## config.mk

```make
export PLATFORM = sky130hd
export DESIGN_NAME = bsg_zynq_axil_fifo_arbiter
export DESIGN_NICKNAME = d
export VERILOG_FILES = /design/src/rtl/bsg_zynq_axil_arb_pkg.sv /design/src/rtl/bsg_fifo_1r1w_small.sv /design/src/rtl/bsg_zynq_axil_fifo_arbiter.sv
export SDC_FILE = /design/constraint.sdc
export NUM_CORES = 1
export LEC_CHECK = 0
export CAP_MARGIN = 30
export CORE_MARGIN = 10
export CORE_UTILIZATION = 20
export CTS_CLUSTER_SIZE = 28
export DETAILED_ROUTE_END_ITERATION = 8
export PLACE_DENSITY = 0.77
export SYNTH_ARGS = -nofsm -noshare
export SYNTH_HDL_FRONTEND = slang
export SYNTH_SLANG_ARGS = --single-unit
```

## constraint.sdc

```tcl
create_clock -name clk_i -period 2.4 [get_ports clk_i]
set_input_delay 0.24 -clock clk_i [delete_from_list [all_inputs] [get_ports clk_i]]
set_output_delay 0.24 -clock clk_i [all_outputs]
set_load 0.05 [all_outputs]
```

## src/rtl/bsg_zynq_axil_arb_pkg.sv

```systemverilog
// Shared types and constants for the AXI-Lite fifo-master arbiter.
// The command struct is sized from the package default widths.
// The top's width parameters default to these same values.

`ifndef BSG_SAFE_CLOG2
`define BSG_SAFE_CLOG2(x) (((x) <= 1) ? 1 : $clog2(x))
`endif

package bsg_zynq_axil_arb_pkg;

  localparam int arb_num_clients_lp = 2;
  localparam int arb_data_width_lp  = 32;
  localparam int arb_addr_width_lp  = 32;

  // Requester-ID width for the default client count
  localparam int lg_clients_lp = `BSG_SAFE_CLOG2(arb_num_clients_lp);

  typedef struct packed {
    logic [arb_data_width_lp-1:0]   data;
    logic [arb_addr_width_lp-1:0]   addr;
    logic                           w;
    logic [arb_data_width_lp/8-1:0] wmask;
  } bsg_zynq_axil_cmd_s;

endpackage

```

## src/rtl/bsg_fifo_1r1w_small.sv

```systemverilog
// Small circular-buffer FIFO used to hold requester tags in issue order.
// ready_o is derived only from stored occupancy. A pop in the same cycle
// does not open a slot for a push (no bypass).

module bsg_fifo_1r1w_small #(
  parameter int width_p = 1,
  parameter int els_p   = 4
) (
  input  logic               clk_i,
  input  logic               reset_i,
  input  logic               v_i,
  output logic               ready_o,
  input  logic [width_p-1:0] data_i,
  output logic               v_o,
  output logic [width_p-1:0] data_o,
  input  logic               yumi_i
);

  localparam int ptr_w_lp = (els_p <= 1) ? 1 : $clog2(els_p);
  localparam int cnt_w_lp = $clog2(els_p + 1);

  logic [width_p-1:0]  r_mem [els_p];
  logic [ptr_w_lp-1:0] r_rd, r_wr;
  logic [cnt_w_lp-1:0] r_cnt;
  logic                w_push, w_pop;

  assign ready_o = (r_cnt != cnt_w_lp'(els_p));
  assign v_o     = (r_cnt != '0);
  assign data_o  = r_mem[r_rd];
  assign w_push  = v_i & ready_o;
  assign w_pop   = yumi_i & v_o;

  // Storage write; contents need no reset because occupancy gates reads
  always_ff @(posedge clk_i) begin
    if (w_push) r_mem[r_wr] <= data_i;
  end

  // Read/write pointers and occupancy
  always_ff @(posedge clk_i) begin
    if (reset_i) begin
      r_rd  <= '0;
      r_wr  <= '0;
      r_cnt <= '0;
    end else begin
      if (w_push) r_wr <= (r_wr == ptr_w_lp'(els_p - 1)) ? '0 : r_wr + 1'b1;
      if (w_pop)  r_rd <= (r_rd == ptr_w_lp'(els_p - 1)) ? '0 : r_rd + 1'b1;
      if (w_push && !w_pop)      r_cnt <= r_cnt + 1'b1;
      else if (!w_push && w_pop) r_cnt <= r_cnt - 1'b1;
    end
  end

endmodule

```

## src/rtl/bsg_zynq_axil_fifo_arbiter.sv

```systemverilog
// Round-robin arbiter sharing one fifo-master command/response port among
// several clients. Requester IDs are queued in issue order so each response
// is routed back to the client that sent the command.
// Optional feature macro: BSG_ZYNQ_AXIL_ARB_LOCK_EN (grant lock via cl_lock_i).

module bsg_zynq_axil_fifo_arbiter
  import bsg_zynq_axil_arb_pkg::*;
#(
  parameter int num_clients_p     = arb_num_clients_lp,
  parameter int axil_data_width_p = arb_data_width_lp,
  parameter int axil_addr_width_p = arb_addr_width_lp,
  parameter int max_outstanding_p = 4
) (
  input  logic                                                  clk_i,
  input  logic                                                  reset_i,
  input  logic [num_clients_p-1:0][axil_data_width_p-1:0]       cl_data_i,
  input  logic [num_clients_p-1:0][axil_addr_width_p-1:0]       cl_addr_i,
  input  logic [num_clients_p-1:0]                              cl_v_i,
  input  logic [num_clients_p-1:0]                              cl_w_i,
  input  logic [num_clients_p-1:0][axil_data_width_p/8-1:0]     cl_wmask_i,
  input  logic [num_clients_p-1:0]                              cl_lock_i,
  output logic [num_clients_p-1:0]                              cl_ready_and_o,
  output logic [axil_data_width_p-1:0]                          cl_data_o,
  output logic [num_clients_p-1:0]                              cl_v_o,
  input  logic [num_clients_p-1:0]                              cl_ready_and_i,
  output logic [axil_data_width_p-1:0]                          m_data_o,
  output logic [axil_addr_width_p-1:0]                          m_addr_o,
  output logic                                                  m_v_o,
  output logic                                                  m_w_o,
  output logic [axil_data_width_p/8-1:0]                        m_wmask_o,
  input  logic                                                  m_ready_and_i,
  input  logic [axil_data_width_p-1:0]                          m_data_i,
  input  logic                                                  m_v_i,
  output logic                                                  m_ready_and_o
);

  // Tag width follows the actual client count of this instance
  localparam int tag_w_lp = `BSG_SAFE_CLOG2(num_clients_p);

  logic [tag_w_lp-1:0]      r_ptr;
  logic [num_clients_p-1:0] w_eligible, w_req_rot;
  logic                     w_found, w_grant_v, w_accept, w_advance;
  logic [tag_w_lp-1:0]      w_offset, w_gnt_id, w_next_ptr;
  logic [tag_w_lp:0]        w_sum;
  logic                     w_fifo_ready, w_full, w_tag_v, w_pop;
  logic [tag_w_lp-1:0]      w_head;

  bsg_zynq_axil_cmd_s [num_clients_p-1:0] w_cmd;
  bsg_zynq_axil_cmd_s                     w_cmd_sel;

  for (genvar gi = 0; gi < num_clients_p; gi++) begin : g_cmd
    assign w_cmd[gi] = '{data: cl_data_i[gi], addr: cl_addr_i[gi],
                         w: cl_w_i[gi], wmask: cl_wmask_i[gi]};
  end

`ifdef BSG_ZYNQ_AXIL_ARB_LOCK_EN
  logic                r_lock;
  logic [tag_w_lp-1:0] r_owner;

  // While locked, only the owner may compete for the port
  always_comb begin
    w_eligible = cl_v_i;
    if (r_lock) w_eligible = cl_v_i & (num_clients_p'(1) << r_owner);
  end

  // A locking command keeps the pointer on its issuer
  assign w_advance = ~cl_lock_i[w_gnt_id];

  // Lock latch: set by an accepted lock=1 command, cleared by its lock=0 one
  always_ff @(posedge clk_i) begin
    if (reset_i) begin
      r_lock  <= 1'b0;
      r_owner <= '0;
    end else if (w_accept) begin
      r_lock  <= cl_lock_i[w_gnt_id];
      r_owner <= w_gnt_id;
    end
  end
`else
  logic w_unused_lock;
  assign w_unused_lock = ^cl_lock_i;
  assign w_eligible    = cl_v_i;
  assign w_advance     = 1'b1;
`endif

  // Rotate requests so bit 0 is the client at the rr pointer
  assign w_req_rot = num_clients_p'({w_eligible, w_eligible} >> r_ptr);

  // First requester at or after the pointer wins
  always_comb begin
    w_found  = 1'b0;
    w_offset = '0;
    for (int i = 0; i < num_clients_p; i++) begin
      if (!w_found && w_req_rot[i]) begin
        w_found  = 1'b1;
        w_offset = tag_w_lp'(i);
      end
    end
  end

  assign w_sum      = {1'b0, r_ptr} + {1'b0, w_offset};
  assign w_gnt_id   = (w_sum >= (tag_w_lp+1)'(num_clients_p))
                      ? tag_w_lp'(w_sum - (tag_w_lp+1)'(num_clients_p))
                      : tag_w_lp'(w_sum);
  assign w_next_ptr = (w_gnt_id == tag_w_lp'(num_clients_p - 1)) ? '0 : w_gnt_id + 1'b1;

  assign w_full    = ~w_fifo_ready;
  assign w_grant_v = w_found & ~w_full & ~reset_i;
  assign w_accept  = w_grant_v & m_ready_and_i;

  assign w_cmd_sel      = w_cmd[w_gnt_id];
  assign m_v_o          = w_grant_v;
  assign m_data_o       = w_cmd_sel.data;
  assign m_addr_o       = w_cmd_sel.addr;
  assign m_w_o          = w_cmd_sel.w;
  assign m_wmask_o      = w_cmd_sel.wmask;
  assign cl_ready_and_o = w_accept ? (num_clients_p'(1) << w_gnt_id) : '0;

  // Round-robin pointer moves past the winner only on a completed handshake
  always_ff @(posedge clk_i) begin
    if (reset_i)                      r_ptr <= '0;
    else if (w_accept && w_advance)   r_ptr <= w_next_ptr;
  end

  bsg_fifo_1r1w_small #(
    .width_p (tag_w_lp),
    .els_p   (max_outstanding_p)
  ) tag_fifo (
    .clk_i   (clk_i),
    .reset_i (reset_i),
    .v_i     (w_accept),
    .ready_o (w_fifo_ready),
    .data_i  (w_gnt_id),
    .v_o     (w_tag_v),
    .data_o  (w_head),
    .yumi_i  (w_pop)
  );

  // Responses go strictly to the oldest outstanding issuer
  assign cl_data_o     = m_data_i;
  assign cl_v_o        = (m_v_i & w_tag_v & ~reset_i) ? (num_clients_p'(1) << w_head) : '0;
  assign m_ready_and_o = w_tag_v & cl_ready_and_i[w_head] & ~reset_i;
  assign w_pop         = m_v_i & m_ready_and_o;

`ifndef SYNTHESIS
  // A response with no outstanding command means the master misbehaved
  a_no_orphan_resp: assert property (@(posedge clk_i) disable iff (reset_i)
    !(m_v_i && !w_tag_v));
`endif

endmodule

```

==> qor.yml <==
global_routing:
  grt_max_degree: 45
  grt_pass1_wl_um: 13800
  grt_usage: 0.132
  grt_pass1_vias: 2299
  antenna_found_initial: 0
  grt_overflow: 0
route:
  dr.pass1.iters: 4
  drc: 0
  wl_per_cell_um: 19.6
  route.antenna.remaining_nets: 0
  via_count: 1979
  routed.top_layer: "met4"
  routed-wl-met2_um: 5070
  viasPerCell: 4.13
  wl_met1_um: 3190
  wl_met3_um: 1120
  drt_wl_total_um: 9400
  first_iter_violations: 38
yosys:
  ys_types: 29
  synth-seq-area-share: 0.179
  syn_avg_cell_area_um2: 10.2
  synth_edf_count: 4
  ys_ff_latch: 14
  async_flop_share: 0
  synth_area_um2: 1790
  synth_nets: 363
  synthCells: 176
  synth-main-ff-cell: "dfxtp_1"
  synth_warnings: 0
setup_path:
  arrival_ns: 2.54
  crit_type: "reg2reg"
  cp_cell_sequence: "mux4_2 > mux2i_4 > or2_4 > ha_4 > inv_2 > fa_2 > xor2_1 > or3_1 > a21oi_1"
  critical-path-max-stage-delay_ns: 0.53
  startpoint_type: "flop"
  crit_path_end_kind: "flop"
  reg2reg_setup_slack_ns: 0.03
  r2r-start: "tag_fifo.r_mem[3]"
  r2r_cells: 9
  critPathSlowestCell: "mux4_2"
  rr_endpoint: "tag_fifo.r_cnt[2]"
  crit_fanout: 3
  cp_data_required_time_ns: 2.57
floorplanning:
  floorplan.die.width_um: 115
  die_y_um: 115
  rows: 34
  design.core.area_um2: 8720
  start_util: 0.206
  io_pins: 287
  dieArea_um2: 13200
power_and_ir_drop:
  p_leak_nw: 1.59
  total_power_mw: 1.68
  clkPwrFrac: 0.113
  irDropWorstVdd_uv: 180
  comb_power_share: 0.720
  power_frac_seq: 0.167
  p_switching_mw: 0.751
  power_density_nw_per_um2: 432
  intPower_mw: 0.930
  p_sw_frac: 0.447
timing:
  hold_violations: 0
  finalSetupViolCount: 0
  fin_ws_ns: 0.0285
  slew_violations: 0
  finalCritPeriodShare: 0.988
  slew_headroom: 0.760
  worst_slew_pin_slew_ns: 0.359
  hold_slack_ns: 0.480
  clock.fmax_ghz: 0.422
  grt_setup_unrepaired: "yes"
  finalCriticalPeriod_ns: 2.37
  clock_skew_ns: 0.00152
min_path:
  holdPathEnd: "cl_data_o[17]"
  hold_depth: 0
  min_path_type: "in2out"
  hold_start: "m_data_i[17]"
clocking:
  clock-sinks: 14
  ctsHoldBuffers: 0
  cts_max_level: 1
  cts_buffers: 3
  root_buffer: "clkbuf_8"
  cts_tree: "yes"
  path_clk_slew_ns: 0.05
  cts_max_path_buffers: 2
  insertion_delay_ns: 0.24
cells_and_area:
  nFillCells: 842
  drive_gt1_frac: 0.453
  antenna_cells: 0
  final_nets: 559
  areaGrowthSynthToFinish_pct: 117
  finalNonFillerCells: 479
run_status:
  status: "finished clean"
placement:
  place_ws_ns: -0.0641
  dp_hpwl_um: 8580
  io_buffers: 220
  dpl.cell_count: 473
  place_congestion: 0.762
run:
  maxCapViolCount: 0
cells in the final DEF, fill, tap and decap left out, types with 3 or more instances in the layout:
master | netlist | final
clkdlybuf4s50_1 | 0 | 145
buf_4 | 32 | 81
mux2_2 | 69 | 69
nor2_1 | 10 | 10
dfxtp_1 | 10 | 9
buf_12 | 0 | 6
inv_1 | 6 | 5
and2_1 | 5 | 5
ha_1 | 6 | 5
edfxtp_1 | 4 | 4
mux2i_1 | 3 | 3
clkbuf_8 | 0 | 3
routing by layer:
metal  global-route usage  vias up
li1                     -      976
met2                0.245      120
met4               0.0150        0
met5                    0        -
met1                0.128      881
met3               0.0734        2
timing repair:
action	4_1_cts	5_1_grt
setup buffers	1	1
resized for setup	2	1
pin swaps	2	1
gates cloned	0	0
setup endpoints to repair	1	2
worst max-delay path by stage:
stage | start | to | slack, ns
after floorplan | flop | tag_fifo.r_cnt[2] | 0.008
after global placement | cl_v_i[0] | tag_fifo.r_cnt[2] | -0.006
after CTS | tag_fifo.r_mem[3] | tag_fifo.r_cnt[2] | 0.002
final | tag_fifo.r_mem[3] | tag_fifo.r_cnt[2] | 0.03
after detailed placement | cl_v_i[0] | tag_fifo.r_cnt[2] | -0.06
after global routing | tag_fifo.r_mem[3] | tag_fifo.r_cnt[2] | -0.12
cell usage after synthesis (3+ instances only):
| master | n | share of area |
|---|---|---|
| buf_4 | 32 | 0.13 |
| buf_2 | 7 | 0.020 |
| mux2_2 | 69 | 0.43 |
| nor2_1 | 10 | 0.021 |
| dfxtp_1 | 10 | 0.11 |
| inv_1 | 6 | 0.013 |
| edfxtp_1 | 4 | 0.067 |
| mux2i_1 | 3 | 0.017 |
| and2_1 | 5 | 0.017 |
| ha_1 | 6 | 0.042 |
worst max-delay path, delay by kind of cell, from the launching register on:
kind	cells	cell delay (ns)
compound gates	1	0.12
xor+xnor	1	0.16
fa+ha+maj	2	0.45
buf+inv	1	0.03
flops	1	0.35
mux	2	0.72
simple gates	2	0.48
power by group through the flow:
stage	sequential (mW)	combinational [mW]	clock [mW]
after floorplan	0.281	0.852	0
after global placement	0.284	1.20	0
after detailed placement	0.286	1.21	0
after CTS	0.282	1.22	0.192
after global routing	0.284	1.27	0.203
final	0.281	1.21	0.190
final cells by class:
type | instances | area, um^2 | area share
tap | 108 | 135 | 0.0348
sequential | 14 | 322 | 0.0827
timing repair buffer | 232 | 2180 | 0.561
multi-input combinational | 115 | 1180 | 0.304
clock buffer | 4 | 45.0 | 0.0116
inverter | 6 | 22.5 | 0.00579
metrics by stage:
| step | instance area [um^2] | TNS [ns] | util |
|---|---|---|---|
| 3_3_place_gp | 3820 | -0.00598 | 0.438 |
| 6_report | 3890 | 0 | 0.446 |
| 3_5_place_dp | 3820 | -0.0641 | 0.438 |
| 5_1_grt | 3890 | -0.120 | 0.446 |
| 4_1_cts | 3880 | 0 | 0.445 |
| 2_1_floorplan | 1800 | 0 | - |
cell families after synthesis:
logic type / synth area share
AO/OA/AOI/OAI: 0.0349
adder cells (fa/ha/maj): 0.0586
AND/OR/NAND/NOR: 0.0726
buffers and inverters: 0.170
flip-flops: 0.179
XOR/XNOR: 0.00977
multiplexers: 0.475
No activity file was read; power rests on OpenSTA's default activity.
